==> config.mk <==
export PLATFORM = sky130hd
export DESIGN_NAME = seq_shift_unit
export DESIGN_NICKNAME = d
export VERILOG_FILES = /design/src/rtl/shift_pkg.sv /design/src/rtl/shift_step.sv /design/src/rtl/seq_shift_unit.sv
export SDC_FILE = /design/constraint.sdc
export NUM_CORES = 1
export LEC_CHECK = 0
export BUFFER_PORTS_ARGS = -buffer_cell sky130_fd_sc_hd__buf_2
export CAP_MARGIN = 20
export CORE_UTILIZATION = 55
export DETAILED_ROUTE_END_ITERATION = 6
export PLACE_DENSITY = 0.79
export SYNTH_ARGS = -nofsm -noshare
export SYNTH_HDL_FRONTEND = slang
export SYNTH_SLANG_ARGS = --single-unit
export TNS_END_PERCENT = 10
==> constraint.sdc <==
create_clock -name clk -period 3.5 [get_ports clk]
set_clock_uncertainty 0.2 [all_clocks]
set_input_delay 0.175 -clock clk [delete_from_list [all_inputs] [get_ports clk]]
set_output_delay 0.175 -clock clk [all_outputs]
set_load 0.03 [all_outputs]
==> src/rtl/shift_pkg.sv <==
// rtl/shift_pkg.sv - shared encodings for the sequential shifter and its step datapath
package shift_pkg;

    localparam logic [1:0] OP_LOGIC = 2'b00;
    localparam logic [1:0] OP_ARITH = 2'b01;
    localparam logic [1:0] OP_ROT   = 2'b10;
    localparam logic [1:0] OP_PASS  = 2'b11;

    localparam logic DIR_LEFT  = 1'b0;
    localparam logic DIR_RIGHT = 1'b1;

    typedef enum logic [1:0] {
        IDLE  = 2'd0,
        SHIFT = 2'd1,
        DONE  = 2'd2
    } state_t;

endpackage

==> src/rtl/shift_step.sv <==
// rtl/shift_step.sv - combinational shift of a value by k (0..STEP) positions
module shift_step
    import shift_pkg::*;
#(
    parameter int WIDTH = 8,
    parameter int STEP  = 1,
    parameter int KW    = $clog2(STEP + 1)
) (
    input  logic [WIDTH-1:0] value,
    input  logic [KW-1:0]    k,
    input  logic [1:0]       op,
    input  logic             dir,
    output logic [WIDTH-1:0] result
);

    logic [2*WIDTH-1:0] rot_left;
    logic [2*WIDTH-1:0] rot_right;

    // Rotations shift a doubled copy so k==WIDTH still wraps back to the original value.
    always_comb begin
        rot_left  = {value, value} << k;
        rot_right = {value, value} >> k;
        result    = value;
        case (op)
            OP_LOGIC: result = (dir == DIR_LEFT) ? (value << k) : (value >> k);
            OP_ARITH: result = (dir == DIR_LEFT) ? (value << k)
                                                 : WIDTH'($signed(value) >>> k);
            OP_ROT:   result = (dir == DIR_LEFT) ? rot_left[2*WIDTH-1:WIDTH]
                                                 : rot_right[WIDTH-1:0];
            default:  result = value;
        endcase
    end

endmodule

==> src/rtl/seq_shift_unit.sv <==
// rtl/seq_shift_unit.sv - multi-cycle shifter with valid/ready handshakes on both sides
module seq_shift_unit
    import shift_pkg::*;
#(
    parameter int WIDTH = 8,
    parameter int STEP  = 1,
    parameter int AW    = $clog2(WIDTH)
) (
    input  logic             clk,
    input  logic             rst,
    input  logic             in_valid,
    output logic             in_ready,
    input  logic [WIDTH-1:0] in_data,
    input  logic [AW-1:0]    in_amt,
    input  logic [1:0]       in_op,
    input  logic             in_dir,
    output logic             out_valid,
    input  logic             out_ready,
    output logic [WIDTH-1:0] out_data,
    output logic             busy
);

    localparam int KW = $clog2(STEP + 1);

    state_t            state_q, state_d;
    logic [WIDTH-1:0]  data_q, data_d;
    logic [AW-1:0]     rem_q, rem_d;
    logic [1:0]        op_q, op_d;
    logic              dir_q, dir_d;
    logic [WIDTH-1:0]  out_data_q, out_data_d;
    logic [KW-1:0]     k;
    logic [WIDTH-1:0]  step_out;

    assign in_ready  = (state_q == IDLE) && !rst;
    assign out_valid = (state_q == DONE);
    assign busy      = (state_q != IDLE);
    assign out_data  = out_data_q;

    // Step size for this cycle: a full STEP unless fewer positions remain.
    always_comb begin
        k = KW'(STEP);
        if (int'(rem_q) < STEP) begin
            k = KW'(rem_q);
        end
    end

    shift_step #(
        .WIDTH (WIDTH),
        .STEP  (STEP)
    ) u_step (
        .value  (data_q),
        .k      (k),
        .op     (op_q),
        .dir    (dir_q),
        .result (step_out)
    );

    // Next-state and datapath updates for accept, per-step shifting and result hand-off.
    always_comb begin
        state_d    = state_q;
        data_d     = data_q;
        rem_d      = rem_q;
        op_d       = op_q;
        dir_d      = dir_q;
        out_data_d = out_data_q;
        case (state_q)
            IDLE: begin
                if (in_valid) begin
                    data_d = in_data;
                    op_d   = in_op;
                    dir_d  = in_dir;
                    if (in_amt == '0 || in_op == OP_PASS) begin
                        rem_d      = '0;
                        out_data_d = in_data;
                        state_d    = DONE;
                    end else begin
                        rem_d   = in_amt;
                        state_d = SHIFT;
                    end
                end
            end
            SHIFT: begin
                data_d = step_out;
                rem_d  = rem_q - AW'(k);
                if (rem_d == '0) begin
                    out_data_d = step_out;
                    state_d    = DONE;
                end
            end
            DONE: begin
                if (out_ready) begin
                    state_d = IDLE;
                end
            end
            default: state_d = IDLE;
        endcase
    end

    // State register; reset discards any in-flight or pending result.
    always_ff @(posedge clk) begin
        if (rst) begin
            state_q    <= IDLE;
            data_q     <= '0;
            rem_q      <= '0;
            op_q       <= '0;
            dir_q      <= 1'b0;
            out_data_q <= '0;
        end else begin
            state_q    <= state_d;
            data_q     <= data_d;
            rem_q      <= rem_d;
            op_q       <= op_d;
            dir_q      <= dir_d;
            out_data_q <= out_data_d;
        end
    end

endmodule

== After elaboration in Yosys (flattened, before gate mapping) ==
Index checks and enable logic that the tools add are counted.
Storage, ports and cells
  flip-flop bits (word level): 24
  input port bits: 18
  output and inout port bits: 11
  logic and storage cells: 54
Operators by class
  $add $sub $neg: 1
  magnitude comparators: 1
  equality and inequality tests: 9
  shifts and indexed selects: 5
  multiplexer cells: 19
  reductions and logical operators: 13
Operators with widths (count)
  two-way mux 8 bit: 7
  one-hot mux 8 bit (2 select lines): 2
  one-hot mux 8 bit (3 select lines): 1
  left shift 16 x 1 -> 16 bit: 1
  >> shifter 16 x 1 -> 8 bit: 1
  two-way mux 2 bit: 4
  left shift 8 x 1 -> 8 bit: 1
  >> shifter 8 x 1 -> 8 bit: 1
  >>> shifter 8 x 1 -> 8 bit: 1
  == test 2 bit (second input constant): 3
  zero test 3 bit: 2
  two-way mux 3 bit: 2
  one-hot mux 2 bit (3 select lines): 1
  one-hot mux 3 bit (2 select lines): 1
  == test 2 x 1 -> 1 bit (second input constant): 2
  zero test 2 bit: 2
  inequality test 2 x 1 -> 1 bit (second input constant): 2
  inequality test 2 bit (second input constant): 2
  AND reduction 2 bit: 2
  AND reduction 4 bit: 1
  nonzero test 2 bit: 2
  less-than comparator 3 x 1 -> 1 bit (second input constant): 1
  AND reduction 3 bit: 1
  subtractor 3 x 1 -> 3 bit: 1
  4 further kinds: 4

== Longest topological paths before layout ==
  depth after elaboration: 7
  depth in mapped cells: 9
  gate-level depth less buffers: 8

== Hierarchy ==
Synthesis repeated with hierarchy kept, for this count alone.
Second synthesis, totals
  cells, all modules: 155
  area total of the unflattened synthesis: 1391.3 µm²
By module, submodules not included
  seq_shift_unit: instances 1, cells an instance 122, area each 1168.6 µm², sequential area each 480.5 µm²
  shift_step: instances 1, cells an instance 33, area each 222.7 µm², sequential area each 0.0 µm²

== Least setup slack after synthesis ==
No wires, ideal clock.
  path kind: reg-to-reg
  start: register rem_q[2]
  end: register out_data_q[7], in the netlist out_data[7]
  library setup time: 0.079 ns
  arrival time: 1.761 ns
  data required time: 3.221 ns
  path slack: 1.460 ns
  cell stages (with the launch flop): 10
  buffers on the path: 1
  period minus slack after synthesis: 2.040 ns
  cells stage by stage: dfxtp_1 -> inv_1 -> a21oi_1 -> ha_1 -> xnor2_2 -> nand3_4 -> a21oi_4 -> buf_6 -> nor2_2 -> a211oi_2
Between the ends
  longest elaborated chain between the ends: 7
  elaborated cells on any way between the ends: 17
  those cells by class: 1 x add/sub; 1 x order compare; 1 x eq/ne; 5 x shift; 7 x mux; 2 x reduce/logical
RTL lines
  start, declared: line seq_shift_unit.sv:27  | logic [AW-1:0] rem_q, rem_d;
  start signal, assigned: line seq_shift_unit.sv:111  | rem_q <= rem_d;
  parallel branches: the longest is 7 deep, another holds less-than comparator 3 x 1 -> 1 bit
  end signal, assigned: line seq_shift_unit.sv:114  | out_data_q <= out_data_d;
  end, declared: line seq_shift_unit.sv:30  | logic [WIDTH-1:0] out_data_q, out_data_d;
Several ways; the timed one is not identified. The select of a mux whose other input is x is not followed.
A chain may end at the register's enable or synchronous reset.

== Worst setup path after layout ==
  start: register rem_q[2]
  end: register out_data_q[5], in the netlist out_data[5]
The elaborated chain is that of the path after synthesis.

==> flow_summary_export.csv <==
group,metric,value,unit
floorplan,design.portCount,29,
drt,num_vias,1320,
power,vdd_drop_max,0.0003246,V
power,p_leak,0.7226,nW
clock_network,cts_sinks,24,
synth,ys_seq_elements,24,
finish,final_nets,210,
floorplan,die_x,52.86,microns
floorplan,core,2455,sq um
floorplan,die-area,2794,sq um
critical_path,cp_cell_sequence,"inv_1 > a21oi_1 > ha_1 > xnor2_2 > nand3_4 > a21oi_4 > o211a_1 > nor3_2",
floorplan,initial_core_util,0.5795,
synth,post-synth-top-area-cell,"dfxtp_1",
clock_network,cts_tree,"yes",
floorplan,die_h,52.86,microns
clock_network,cts-root-buf,"clkbuf_4",
synth,async_flop_share,0,
drt,ant_nets,0,
sta,slew_headroom,0.4354,
finish,num-fill-cells,223,
sta,worst_pin_slew,843.8,ps
finish,layout_commonest_cell,"buf_2",
floorplan,rows,18,
clock_network,cts.clk_slew.worst_paths,130,ps
sta,drv_slew,0,
clock_network,htree_levels,1,
synth,synth.distinct_cells,39,
drt,vias_per_cell,6.027,
sta,max_freq,410.1,MHz
sta,setup_viol,0,
synth,syn_nets,183,
critical_path,crit_fanout,17,
finish,design_area,1612,sq um
drt,route.detailed.drc,0,
finish,mostFrequentLayoutCells,"buf_2, dfxtp_1, nand2_1, nor2_1, a21oi_1",
global_routing,grt_max_degree,27,
critical_path,critPathArrivalTime,2440,ps
drt,firstDrtPassIters,4,
finish,multi_input_area,844.6,sq um
place,dp_hpwl,2257,microns
clock_network,worst_skew_pair.late_latency,310,ps
critical_path,setup.worst_path.start_class,"flop",
place,place_congestion,0.7840,
drt,drt_wl_total,3216,microns
hold_path,min_path_type,"in -> reg",
finish,drive_above_1_share,0.2857,
sta,finalHoldViolCount,0,
global_routing,antenna_found_initial,0,
finish,ff_latch_area,480.5,sq um
synth,synth_top_area_share,0.3377,
critical_path,end_kind,"flop",
synth,avgSynthCellArea,8.728,sq um
drt,routedWlPerCell,14.68,microns
clock_network,cts_buffer_depth,2,
critical_path,cpPeakStageDelay,470,ps
synth,ys.flop_type,"dfxtp_1",
sta,min_period,2438,ps
sta,period_share,0.6967,
clock_network,post_cts_buffers,0,
status,status,"complete, no violations",
critical_path,critPathKind,"reg -> reg",
global_routing,grt_pass1_vias,1133,
synth,synthCells,163,
synth,syn-cell-area,1423,sq um
critical_path,crit_required,3500,ps
finish,antenna_cells,0,
place,placed_cell_area,1525,sq um
critical_path,cp_slowest_cell,"dfxtp_1",
clock_network,ctsHoldBuffers,5,
hold_path,holdPathStages,3,
flow_run,drv_cap,0,
clock_network,numCtsBuffers,3,
sta,setup_tns,0,ps
global_routing,grt_pass1_wl,5250,microns
drt,drtIter0Drc,50,
synth,ys_seq_area_frac,0.3377,
sta,rsz0062_at_grt,"false",
global_routing,grt.total_usage,0.2584,
global_routing,grt_overflow,0,
synth,ys.warnings.count,0,
synth,synth_edf_count,0,
finish,syn2layout_area_growth,13.28,%
power,p_per_area,495.4,nW/um^2
synth,synth.top_cells.by_area,"dfxtp_1, nor3_2, a211oi_1, mux2_2, nand2_1",
place,io_buffers,28,
clock_network,cts_resized,0,
critical_path,ff2ff_path_depth,8,
==> synthesized netlist by cell type, drive strengths merged (3+ instances only) <==
cell type  number
inv             6
nor2           17
o22ai           6
nor3b           3
dfxtp          24
o21ai           6
mux2            6
buf             7
mux2i           6
nor3           11
a211oi         10
o211a           6
nand2          17
clkbuf          4
a21oi          12
==> per-stage QoR <==
| step | power (mW) | util | setup WS [ps] | hold slack, ps | std cells |
|---|---|---|---|---|---|
| after floorplan | 0.5946 | - | 1460 | 111.0 | 163 |
| after global placement | 0.6377 | 0.6213 | 1266 | 215.6 | 210 |
| after detailed placement | 0.6518 | 0.6213 | 1115 | 231.6 | 210 |
| after CTS | 0.7989 | 0.6565 | 1086 | 11.89 | 219 |
| after global routing | 0.8422 | 0.6565 | 893.8 | 18.78 | 219 |
| final | 0.7984 | 0.6565 | 1062 | 17.56 | 219 |
==> worst max-delay path, delay by kind of cell (launching register included) <==
kind            cells  cell delay, ps
compound gates      3             940
xor+xnor            1             170
fa+ha+maj           1             290
buf+inv             1              90
flops               1             470
simple gates        2             160
==> logic make-up after synthesis <==
family,share of synthesized area
multiplexers,0.08971
buffers and inverters,0.06860
XOR/XNOR,0.01144
flip-flops,0.3377
AND/OR/NAND/NOR,0.2287
AO/OA/AOI/OAI,0.2463
adder cells (fa/ha/maj),0.01759
==> worst paths after layout <==
check | startpoint | end | slack [ps]
setup reg to reg | rem_q[2]$_SDFFE_PP0P_ | out_data[5]$_SDFFE_PP0P_ | 1060
hold reg to reg | out_data[1]$_SDFFE_PP0P_ | out_data[1]$_SDFFE_PP0P_ | 320
hold / removal | in_amt[2] | rem_q[2]$_SDFFE_PP0P_ | 20
setup / recovery | rem_q[2]$_SDFFE_PP0P_ | out_data[5]$_SDFFE_PP0P_ | 1060
==> power breakdown <==
group          total, mW  internal [mW]  switching [mW]  leakage, nW
sequential         0.347          0.310          0.0372        0.198
clock              0.146         0.0636          0.0821       0.0210
combinational      0.306          0.120           0.186        0.504
==> per-layer routing <==
metal	up-vias	GRT usage	share of wire
li1	643	-	-
met1	618	0.3584	0.46
met2	53	0.3945	0.47
met3	6	0.04023	0.058
met4	0	0.1053	0.017
met5	-	0	0
==> registers in the layout, summed over array words and instances (netlist names) <==
name      cells
data_q        8
dir_q         1
op_q          2
out_data      8
rem_q         3
state_q       2
==> final cells by class <==
| type | instances | share of cell area |
|---|---|---|
| Multi-Input combinational cell | 122 | 0.5241 |
| Sequential cell | 24 | 0.2981 |
| Timing Repair Buffer | 33 | 0.1180 |
| Tap cell | 30 | 0.02329 |
| Clock buffer | 4 | 0.02252 |
| Inverter | 6 | 0.01398 |
Power figures use the tool's default switching activity.
